### config.mk
export PLATFORM = sky130hd
export DESIGN_NAME = cgra_pe_tile_flat
export DESIGN_NICKNAME = d
export VERILOG_FILES = /design/src/rtl/cgra_pkg.sv /design/src/rtl/cgra_pe_tile_if.sv /design/src/rtl/cgra_pe_alu.sv /design/src/rtl/cgra_pe_tile.sv /design/src/flat_wrapper.sv
export SDC_FILE = /design/constraint.sdc
export NUM_CORES = 1
export LEC_CHECK = 0
export CAP_MARGIN = 25
export CORE_MARGIN = 2
export CORE_UTILIZATION = 55
export CTS_BUF_LIST = sky130_fd_sc_hd__clkbuf_4 sky130_fd_sc_hd__clkbuf_8 sky130_fd_sc_hd__clkbuf_16
export DETAILED_ROUTE_END_ITERATION = 16
export PLACE_DENSITY_LB_ADDON = 0.15
export SYNTH_ARGS = -nofsm -noshare
export SYNTH_HDL_FRONTEND = slang
export SYNTH_SLANG_ARGS = --single-unit
### constraint.sdc
create_clock -name clk -period 5.3 [get_ports clk]
set_input_delay 0.795 -clock clk [delete_from_list [all_inputs] [get_ports clk]]
set_output_delay 0.795 -clock clk [all_outputs]
set_load 0.02 [all_outputs]
### src/rtl/cgra_pkg.sv
// Shared definitions for the CGRA processing element: command headers,
// op codes, CFG_OP field positions and the output-register state type.
package cgra_pkg;

    localparam logic [1:0] HDR_CFG_W  = 2'b00;
    localparam logic [1:0] HDR_CFG_OP = 2'b01;
    localparam logic [1:0] HDR_OPND   = 2'b10;
    localparam logic [1:0] HDR_FLUSH  = 2'b11;

    typedef enum logic [2:0] {
        OP_ADD3 = 3'b000,
        OP_AND3 = 3'b001,
        OP_MAC  = 3'b010,
        OP_MAX3 = 3'b011,
        OP_SUB  = 3'b100
    } op_e;

    localparam int CFG_OP_LSB      = 0;
    localparam int CFG_FWD_EN_BIT  = 3;
    localparam int CFG_FWD_DIR_BIT = 4;
    localparam int CFG_WSEL_LSB    = 5;

    typedef enum logic {
        OUT_EMPTY = 1'b0,
        OUT_FULL  = 1'b1
    } out_state_e;

endpackage

### src/rtl/cgra_pe_tile_if.sv
// Switch-side command/result channel of the PE tile.
// master = switch, slave = tile.
interface cgra_pe_tile_if #(
    parameter int DATA_W = 8
);
    logic              sw_in_valid;
    logic [DATA_W+1:0] sw_in_data;
    logic              sw_in_ready;
    logic              sw_out_valid;
    logic [DATA_W-1:0] sw_out_data;
    logic              sw_out_ready;

    modport master (
        output sw_in_valid, sw_in_data, sw_out_ready,
        input  sw_in_ready, sw_out_valid, sw_out_data
    );

    modport slave (
        input  sw_in_valid, sw_in_data, sw_out_ready,
        output sw_in_ready, sw_out_valid, sw_out_data
    );
endinterface

### src/rtl/cgra_pe_alu.sv
// Combinational datapath for the non-MAC ops; results saturate to all ones
// (or floor at zero for SUB) when SAT=1, otherwise wrap to DATA_W bits.
module cgra_pe_alu
    import cgra_pkg::*;
#(
    parameter int DATA_W   = 8,
    parameter int WEIGHT_W = 4,
    parameter int SAT      = 1
) (
    input  op_e                 op,
    input  logic [WEIGHT_W-1:0] weight,
    input  logic [DATA_W-1:0]   payload,
    input  logic [DATA_W-1:0]   e_data,
    input  logic [DATA_W-1:0]   w_data,
    output logic [DATA_W-1:0]   result
);
    localparam int SUM_W = DATA_W + 2;

    logic [DATA_W-1:0] w_ext;
    logic [DATA_W-1:0] max_v;
    logic [SUM_W-1:0]  sum;
    logic [DATA_W:0]   diff;

    // Full-precision intermediate values, then op select and clamp.
    always_comb begin
        w_ext  = DATA_W'(weight);
        sum    = SUM_W'(w_ext) + SUM_W'(e_data) + SUM_W'(w_data);
        diff   = {1'b0, payload} - {1'b0, w_ext};
        max_v  = (payload > e_data) ? payload : e_data;
        if (w_data > max_v) max_v = w_data;
        result = '0;
        case (op)
            OP_AND3: result = w_ext & e_data & w_data;
            OP_MAX3: result = max_v;
            OP_SUB:  result = (SAT != 0 && diff[DATA_W]) ? '0 : diff[DATA_W-1:0];
            default: result = (SAT != 0 && sum[SUM_W-1:DATA_W] != '0) ? '1 : sum[DATA_W-1:0];
        endcase
    end
endmodule

### src/rtl/cgra_pe_tile.sv
// CGRA processing element: weight/op configuration, MAC accumulator,
// one-deep result register toward the switch and neighbour forwarding.
module cgra_pe_tile
    import cgra_pkg::*;
#(
    parameter int DATA_W   = 8,
    parameter int WEIGHT_W = 4,
    parameter int N_W      = 4,
    parameter int ACC_W    = 16,
    parameter int SAT      = 1
) (
    input  logic              clk,
    input  logic              rst_n,
    cgra_pe_tile_if.slave     sw,
    input  logic              east_in_valid,
    input  logic [DATA_W-1:0] east_in_data,
    input  logic              west_in_valid,
    input  logic [DATA_W-1:0] west_in_data,
    output logic              east_out_valid,
    output logic [DATA_W-1:0] east_out_data,
    output logic              west_out_valid,
    output logic [DATA_W-1:0] west_out_data,
    output logic              acc_ovf
);
    localparam int WS_W   = $clog2(N_W);
    localparam int PROD_W = DATA_W + WEIGHT_W;

    logic [1:0]          hdr;
    logic [DATA_W-1:0]   payload;
    logic                accept;
    logic [WEIGHT_W-1:0] weights [N_W];
    op_e                 op_q;
    logic                fwd_en_q, fwd_dir_q;
    logic [WS_W-1:0]     wsel_q;
    logic [ACC_W-1:0]    acc_q;
    logic                acc_ovf_q;
    out_state_e          state_q, state_d;
    logic [DATA_W-1:0]   out_data_q;
    logic                opnd_compute, opnd_fwd, new_result;
    logic [WEIGHT_W-1:0] w_cur;
    logic [DATA_W-1:0]   e_opnd, w_opnd, alu_result, flush_result;
    logic [PROD_W-1:0]   product;
    logic [ACC_W:0]      mac_sum;

    assign hdr            = sw.sw_in_data[DATA_W+1:DATA_W];
    assign payload        = sw.sw_in_data[DATA_W-1:0];
    assign sw.sw_in_ready = (state_q == OUT_EMPTY) || sw.sw_out_ready;
    assign accept         = sw.sw_in_valid && sw.sw_in_ready;
    assign sw.sw_out_valid = (state_q == OUT_FULL);
    assign sw.sw_out_data  = out_data_q;
    assign acc_ovf        = acc_ovf_q;
    assign w_cur          = weights[wsel_q];

    // Decode the accepted command and prepare neighbour operands, MAC sum and flush value.
    always_comb begin
        opnd_fwd     = accept && hdr == HDR_OPND && fwd_en_q;
        opnd_compute = accept && hdr == HDR_OPND && !fwd_en_q;
        new_result   = (opnd_compute && op_q != OP_MAC) || (accept && hdr == HDR_FLUSH);
        e_opnd       = east_in_data;
        w_opnd       = west_in_data;
        // A silent neighbour is neutral for the op: zero, or all ones for AND3.
        if (!east_in_valid) e_opnd = (op_q == OP_AND3) ? '1 : '0;
        if (!west_in_valid) w_opnd = (op_q == OP_AND3) ? '1 : '0;
        product      = PROD_W'(payload) * PROD_W'(w_cur);
        mac_sum      = {1'b0, acc_q} + (ACC_W+1)'(product);
        flush_result = (SAT != 0 && acc_q[ACC_W-1:DATA_W] != '0) ? '1 : acc_q[DATA_W-1:0];
    end

    cgra_pe_alu #(
        .DATA_W   (DATA_W),
        .WEIGHT_W (WEIGHT_W),
        .SAT      (SAT)
    ) u_alu (
        .op      (op_q),
        .weight  (w_cur),
        .payload (payload),
        .e_data  (e_opnd),
        .w_data  (w_opnd),
        .result  (alu_result)
    );

    // Configuration registers: weight slots, op, forward enable/direction, weight select.
    always_ff @(posedge clk or negedge rst_n) begin
        if (!rst_n) begin
            for (int unsigned i = 0; i < N_W; i++) weights[i] <= '0;
            op_q      <= OP_ADD3;
            fwd_en_q  <= 1'b0;
            fwd_dir_q <= 1'b0;
            wsel_q    <= '0;
        end else if (accept && hdr == HDR_CFG_W) begin
            weights[payload[WEIGHT_W +: WS_W]] <= payload[WEIGHT_W-1:0];
        end else if (accept && hdr == HDR_CFG_OP) begin
            op_q      <= op_e'(payload[CFG_OP_LSB +: 3]);
            fwd_en_q  <= payload[CFG_FWD_EN_BIT];
            fwd_dir_q <= payload[CFG_FWD_DIR_BIT];
            wsel_q    <= payload[CFG_WSEL_LSB +: WS_W];
        end
    end

    // Accumulator with sticky wrap flag; FLUSH clears both.
    always_ff @(posedge clk or negedge rst_n) begin
        if (!rst_n) begin
            acc_q     <= '0;
            acc_ovf_q <= 1'b0;
        end else if (accept && hdr == HDR_FLUSH) begin
            acc_q     <= '0;
            acc_ovf_q <= 1'b0;
        end else if (opnd_compute && op_q == OP_MAC) begin
            acc_q <= mac_sum[ACC_W-1:0];
            if (mac_sum[ACC_W]) acc_ovf_q <= 1'b1;
        end
    end

    // One-cycle forward pulses toward the selected neighbour.
    always_ff @(posedge clk or negedge rst_n) begin
        if (!rst_n) begin
            east_out_valid <= 1'b0;
            west_out_valid <= 1'b0;
            east_out_data  <= '0;
            west_out_data  <= '0;
        end else begin
            east_out_valid <= opnd_fwd && !fwd_dir_q;
            west_out_valid <= opnd_fwd && fwd_dir_q;
            if (opnd_fwd && !fwd_dir_q) east_out_data <= payload;
            if (opnd_fwd && fwd_dir_q)  west_out_data <= payload;
        end
    end

    // Result register; only loads on accept, which implies it is empty or draining.
    always_ff @(posedge clk or negedge rst_n) begin
        if (!rst_n) out_data_q <= '0;
        else if (new_result) out_data_q <= (hdr == HDR_FLUSH) ? flush_result : alu_result;
    end

    // Output FSM state register.
    always_ff @(posedge clk or negedge rst_n) begin
        if (!rst_n) state_q <= OUT_EMPTY;
        else        state_q <= state_d;
    end

    // Output FSM next state: a new result wins over draining.
    always_comb begin
        state_d = state_q;
        if (new_result) state_d = OUT_FULL;
        else if (state_q == OUT_FULL && sw.sw_out_ready) state_d = OUT_EMPTY;
    end
endmodule

### src/flat_wrapper.sv
// flat-port wrapper written by rule: the top's interface ports become plain ports
module cgra_pe_tile_flat import cgra_pkg::*;
#(
    parameter int DATA_W   = 8,
    parameter int WEIGHT_W = 4,
    parameter int N_W      = 4,
    parameter int ACC_W    = 16,
    parameter int SAT      = 1
)
  (clk, rst_n, east_in_valid, east_in_data, west_in_valid, west_in_data, east_out_valid, east_out_data, west_out_valid, west_out_data, acc_ovf, sw_sw_in_valid, sw_sw_in_data, sw_sw_out_ready, sw_sw_in_ready, sw_sw_out_valid, sw_sw_out_data);
  cgra_pe_tile_if #(.DATA_W(DATA_W)) sw_i ();
  input  logic clk;
  input  logic rst_n;
  input  logic east_in_valid;
  input  logic [DATA_W-1:0] east_in_data;
  input  logic west_in_valid;
  input  logic [DATA_W-1:0] west_in_data;
  output logic east_out_valid;
  output logic [DATA_W-1:0] east_out_data;
  output logic west_out_valid;
  output logic [DATA_W-1:0] west_out_data;
  output logic acc_ovf;
  input wire logic [$bits(sw_i.sw_in_valid)-1:0] sw_sw_in_valid;
  input wire logic [$bits(sw_i.sw_in_data)-1:0] sw_sw_in_data;
  input wire logic [$bits(sw_i.sw_out_ready)-1:0] sw_sw_out_ready;
  output wire logic [$bits(sw_i.sw_in_ready)-1:0] sw_sw_in_ready;
  output wire logic [$bits(sw_i.sw_out_valid)-1:0] sw_sw_out_valid;
  output wire logic [$bits(sw_i.sw_out_data)-1:0] sw_sw_out_data;
  assign sw_i.sw_in_valid = sw_sw_in_valid;
  assign sw_i.sw_in_data = sw_sw_in_data;
  assign sw_i.sw_out_ready = sw_sw_out_ready;
  assign sw_sw_in_ready = sw_i.sw_in_ready;
  assign sw_sw_out_valid = sw_i.sw_out_valid;
  assign sw_sw_out_data = sw_i.sw_out_data;
  cgra_pe_tile #(.DATA_W(DATA_W), .WEIGHT_W(WEIGHT_W), .N_W(N_W), .ACC_W(ACC_W), .SAT(SAT)) u_core (.clk(clk), .rst_n(rst_n), .sw(sw_i), .east_in_valid(east_in_valid), .east_in_data(east_in_data), .west_in_valid(west_in_valid), .west_in_data(west_in_data), .east_out_valid(east_out_valid), .east_out_data(east_out_data), .west_out_valid(west_out_valid), .west_out_data(west_out_data), .acc_ovf(acc_ovf));
endmodule
==> metrics.csv <==
stage,metric,value,unit
timing,slew_headroom,54.2,%
clocking,cts_inserted_buffers,9,
floorplanning,row_count,38,
pwr,power,0.00310,W
floorplanning,die_x,109,µm
floorplanning,fp.dieH,109,µm
route,drcViolationCount,0,
timing,fmax,0.207,GHz
placed_design,dpl.hpwl,12800,µm
route,viasPerCell,5.92,
pwr,p_leak,3.28,nW
logic_synthesis,synth_nets,768,
global_route,grt_max_degree,43,
floorplanning,dieArea,0.0118,mm²
critical_path,slowest_stage,clkdlybuf4s50_1,
cells_and_area,nets,833,
logic_synthesis,synth_cells,654,
logic_synthesis,yosysSeqAreaShare,27.8,%
clocking,cts_tree,built,
global_route,antenna_found_initial,0,
timing,finalSetupTns,0,ps
global_route,grt_pass1_wl,26000,µm
clocking,numClockSinks,67,
clocking,root_buffer,clkbuf_8,
cells_and_area,finish.utilization,65.2,%
route,wl_per_cell,18.7,µm
route,drt_first_pass_iters,6,
logic_synthesis,synth_area_leaders,"dfrtp_1, ha_1, fa_1, mux2_2, nand2_1",
global_route,grt-ovfl-total,0,
cells_and_area,multiInputGateArea,0.00400,mm²
timing,tightest_slew,682,ps
timing,rsz0062_at_grt,false,
clocking,clk_pin_slew,90,ps
critical_path,cp-end-kind,flip-flop,
global_route,first_global_vias,5139,
route,route.met2.wl,7730,µm
cells_and_area,final_area,0.00701,mm²
timing,setup_ws,465,ps
timing,skew,9.69,ps
logic_synthesis,syn_avg_cell_area,9.21,µm²
route,drtIter0Drc,328,
clocking,htree_levels,3,
critical_path,max_stage_delay,470,ps
logic_synthesis,yosysTopAreaCell,dfrtp_1,
critical_path,path_cells,clkdlybuf4s50_1 > nor3_4 > a21o_1 > inv_1 > ha_1 > a21oi_1 > nor2_1 > a211oi_2 > a21o_1 > buf_4 > mux2_4 > ha_1 > nand4_1 > or2_2 > o21a_1 > nand2b_1 > o221a_2 > a211oi_2,
logic_synthesis,yosys_warnings,0,
cells_and_area,num_antenna_cells,0,
placed_design,post-place-ws,182,ps
route,wl_met3,1020,µm
pwr,p_per_area,442,mW/mm²
cells_and_area,register_area,0.00168,mm²
route,drt-met1-wl,6830,µm
critical_path,cp.required,5560,ps
floorplanning,initial_core_util,56.1,%
critical_path,cp.arrival,5100,ps
route,wl,16100,µm
placed_design,postPlaceCellArea,0.00680,mm²
critical_path,criticalPathCategory,input port to flip-flop,
clocking,post_cts_buffers,0,
clocking,clockBufferDepth,2,
timing,hold_viol,0,
min_path,hp-class,input port to async pin,
cells_and_area,mostFrequentLayoutCell,dfrtp_1,
pwr,vdd_drop_max,0.273,mV
placed_design,portBuffers,60,
route,dr.max_layer_used,met4,
logic_synthesis,synthArstFlopShare,100,%
logic_synthesis,synth_area,0.00602,mm²
flow_run,cap_violations,0,
cells_and_area,syn_to_final_growth,16.3,%
route,ant_nets,0,
cells_and_area,layout_common_cells,"dfrtp_1, nand2_1, inv_1, clkdlybuf4s50_1, ha_1",
floorplanning,pin_count,61,
placed_design,gp_congestion,0.955,
timing,finalCritPeriodShare,91.2,%
global_route,track_usage,28.9,%
timing,drv_slew,0,
critical_path,critical_path.max_fanout,9,
cells_and_area,fill_cells,924,
logic_synthesis,ys_ff_latch,67,
clocking,cts_hold_buf,0,
clocking,clock_latency,350,ps
route,vias,5113,
cells_and_area,drive_gt1_share,12.3,%
logic_synthesis,synth_top_area_share,27.8,%
timing,setup_viol,0,
critical_path,cp_top_family,compound AO/OA/AOI/OAI gates,
clocking,postCtsResizedCells,0,
logic_synthesis,synth_edf_count,0,
floorplanning,core-area,0.0107,mm²
timing,period_needed,4840,ps
run_status,status,finished clean,
critical_path,critical_path_buf_inv_count,3,
logic_synthesis,synth.distinct_cells,72,
logic_synthesis,ys.flop_type,dfrtp_1,
critical_path,crit_path_start_kind,input port,
==> Yosys cell counts, types with 5 or more instances <==
cell type,n
ha_1,58
nand3_1,22
and2_1,10
nor3_1,5
o21a_1,6
o21ai_0,41
a21o_1,20
a211oi_1,5
nand2_1,65
a21oi_1,31
dfrtp_1,67
fa_1,24
nand2b_1,9
xor2_1,9
o211ai_1,5
nor2b_1,8
nand4_1,8
nor2_1,50
mux2i_1,8
inv_1,62
clkbuf_1,14
mux2_2,28
xnor2_1,15
==> worst paths after layout <==
| check | startpoint | to | slack (ps) | cells past startpoint |
|---|---|---|---|---|
| worst max-delay path | east_in_valid | u_core.sw.sw_out_data[5] | 460 | 18 |
| worst min-delay path | rst_n | u_core.acc_q[14] | 430 | 1 |
| worst max register to register | u_core.wsel_q[0] | u_core.acc_q[12] | 520 | 14 |
| worst min register to register | u_core.west_out_data[5] | u_core.west_out_data[5] | 480 | 2 |
| max in group asynchronous | rst_n | u_core.west_out_data[6] | 3920 | 2 |
| min in group clk | u_core.west_out_data[5] | u_core.west_out_data[5] | 480 | 2 |
==> area by class of cell <==
type | count | area share (%)
multi-input cells | 502 | 57.1
flip-flops and latches | 67 | 23.9
repair buffers | 76 | 10.2
inverters | 63 | 3.37
well taps | 140 | 2.50
clock buffers | 9 | 1.77
clock inverters | 7 | 1.18
==> kinds of logic after synthesis <==
group	after synthesis	synth area share, %
AO/OA/AOI/OAI	146	16.4
XOR/XNOR	24	3.49
adder cells (fa/ha/maj)	82	20.0
buffers and inverters	85	5.79
flip-flops	67	27.8
multiplexers	41	8.31
AND/OR/NAND/NOR	209	18.2
==> layer usage <==
| metal | vias to the layer above | GRT usage (%) |
|---|---|---|
| met5 | - | 0 |
| met4 | 0 | 11.9 |
| met3 | 31 | 5.08 |
| met2 | 162 | 47.1 |
| met1 | 2496 | 38.2 |
| li1 | 2424 | - |
==> power breakdown <==
group | switching (W) | internal, W
Clock | 0.000232 | 0.000225
Combinational | 0.00106 | 0.000820
Sequential | 0.000105 | 0.000653
Total | 0.00140 | 0.00170
==> worst register-to-register path, delay by kind of cell, from the launching register on <==
| family | cells | cell delay (ps) |
|---|---|---|
| and+or+nand+nor | 2 | 500 |
| muxes | 1 | 690 |
| adders and majority gates | 5 | 1810 |
| buffers and inverters | 3 | 240 |
| DFF | 1 | 530 |
| AOI/OAI and AO/OA | 3 | 880 |
==> per-stage QoR <==
stage	cells	hold slack (ps)
after detailed placement	848	465
after floorplan	654	445
after global routing	864	477
after CTS	864	440
final	864	432
after global placement	848	458
==> sequential cells by signal (all words and copies together), names as in the netlist <==
name and cells:
u_core.acc_ovf 1, u_core.acc_q 16, u_core.east_out_data 8, u_core.east_out_valid 1
u_core.fwd_dir_q 1, u_core.fwd_en_q 1, u_core.op_q 3, u_core.sw.sw_out_data 8
u_core.sw.sw_out_valid 1, u_core.weights 16, u_core.west_out_data 8, u_core.west_out_valid 1
u_core.wsel_q 2
No activity file was read; power rests on OpenSTA's default activity.
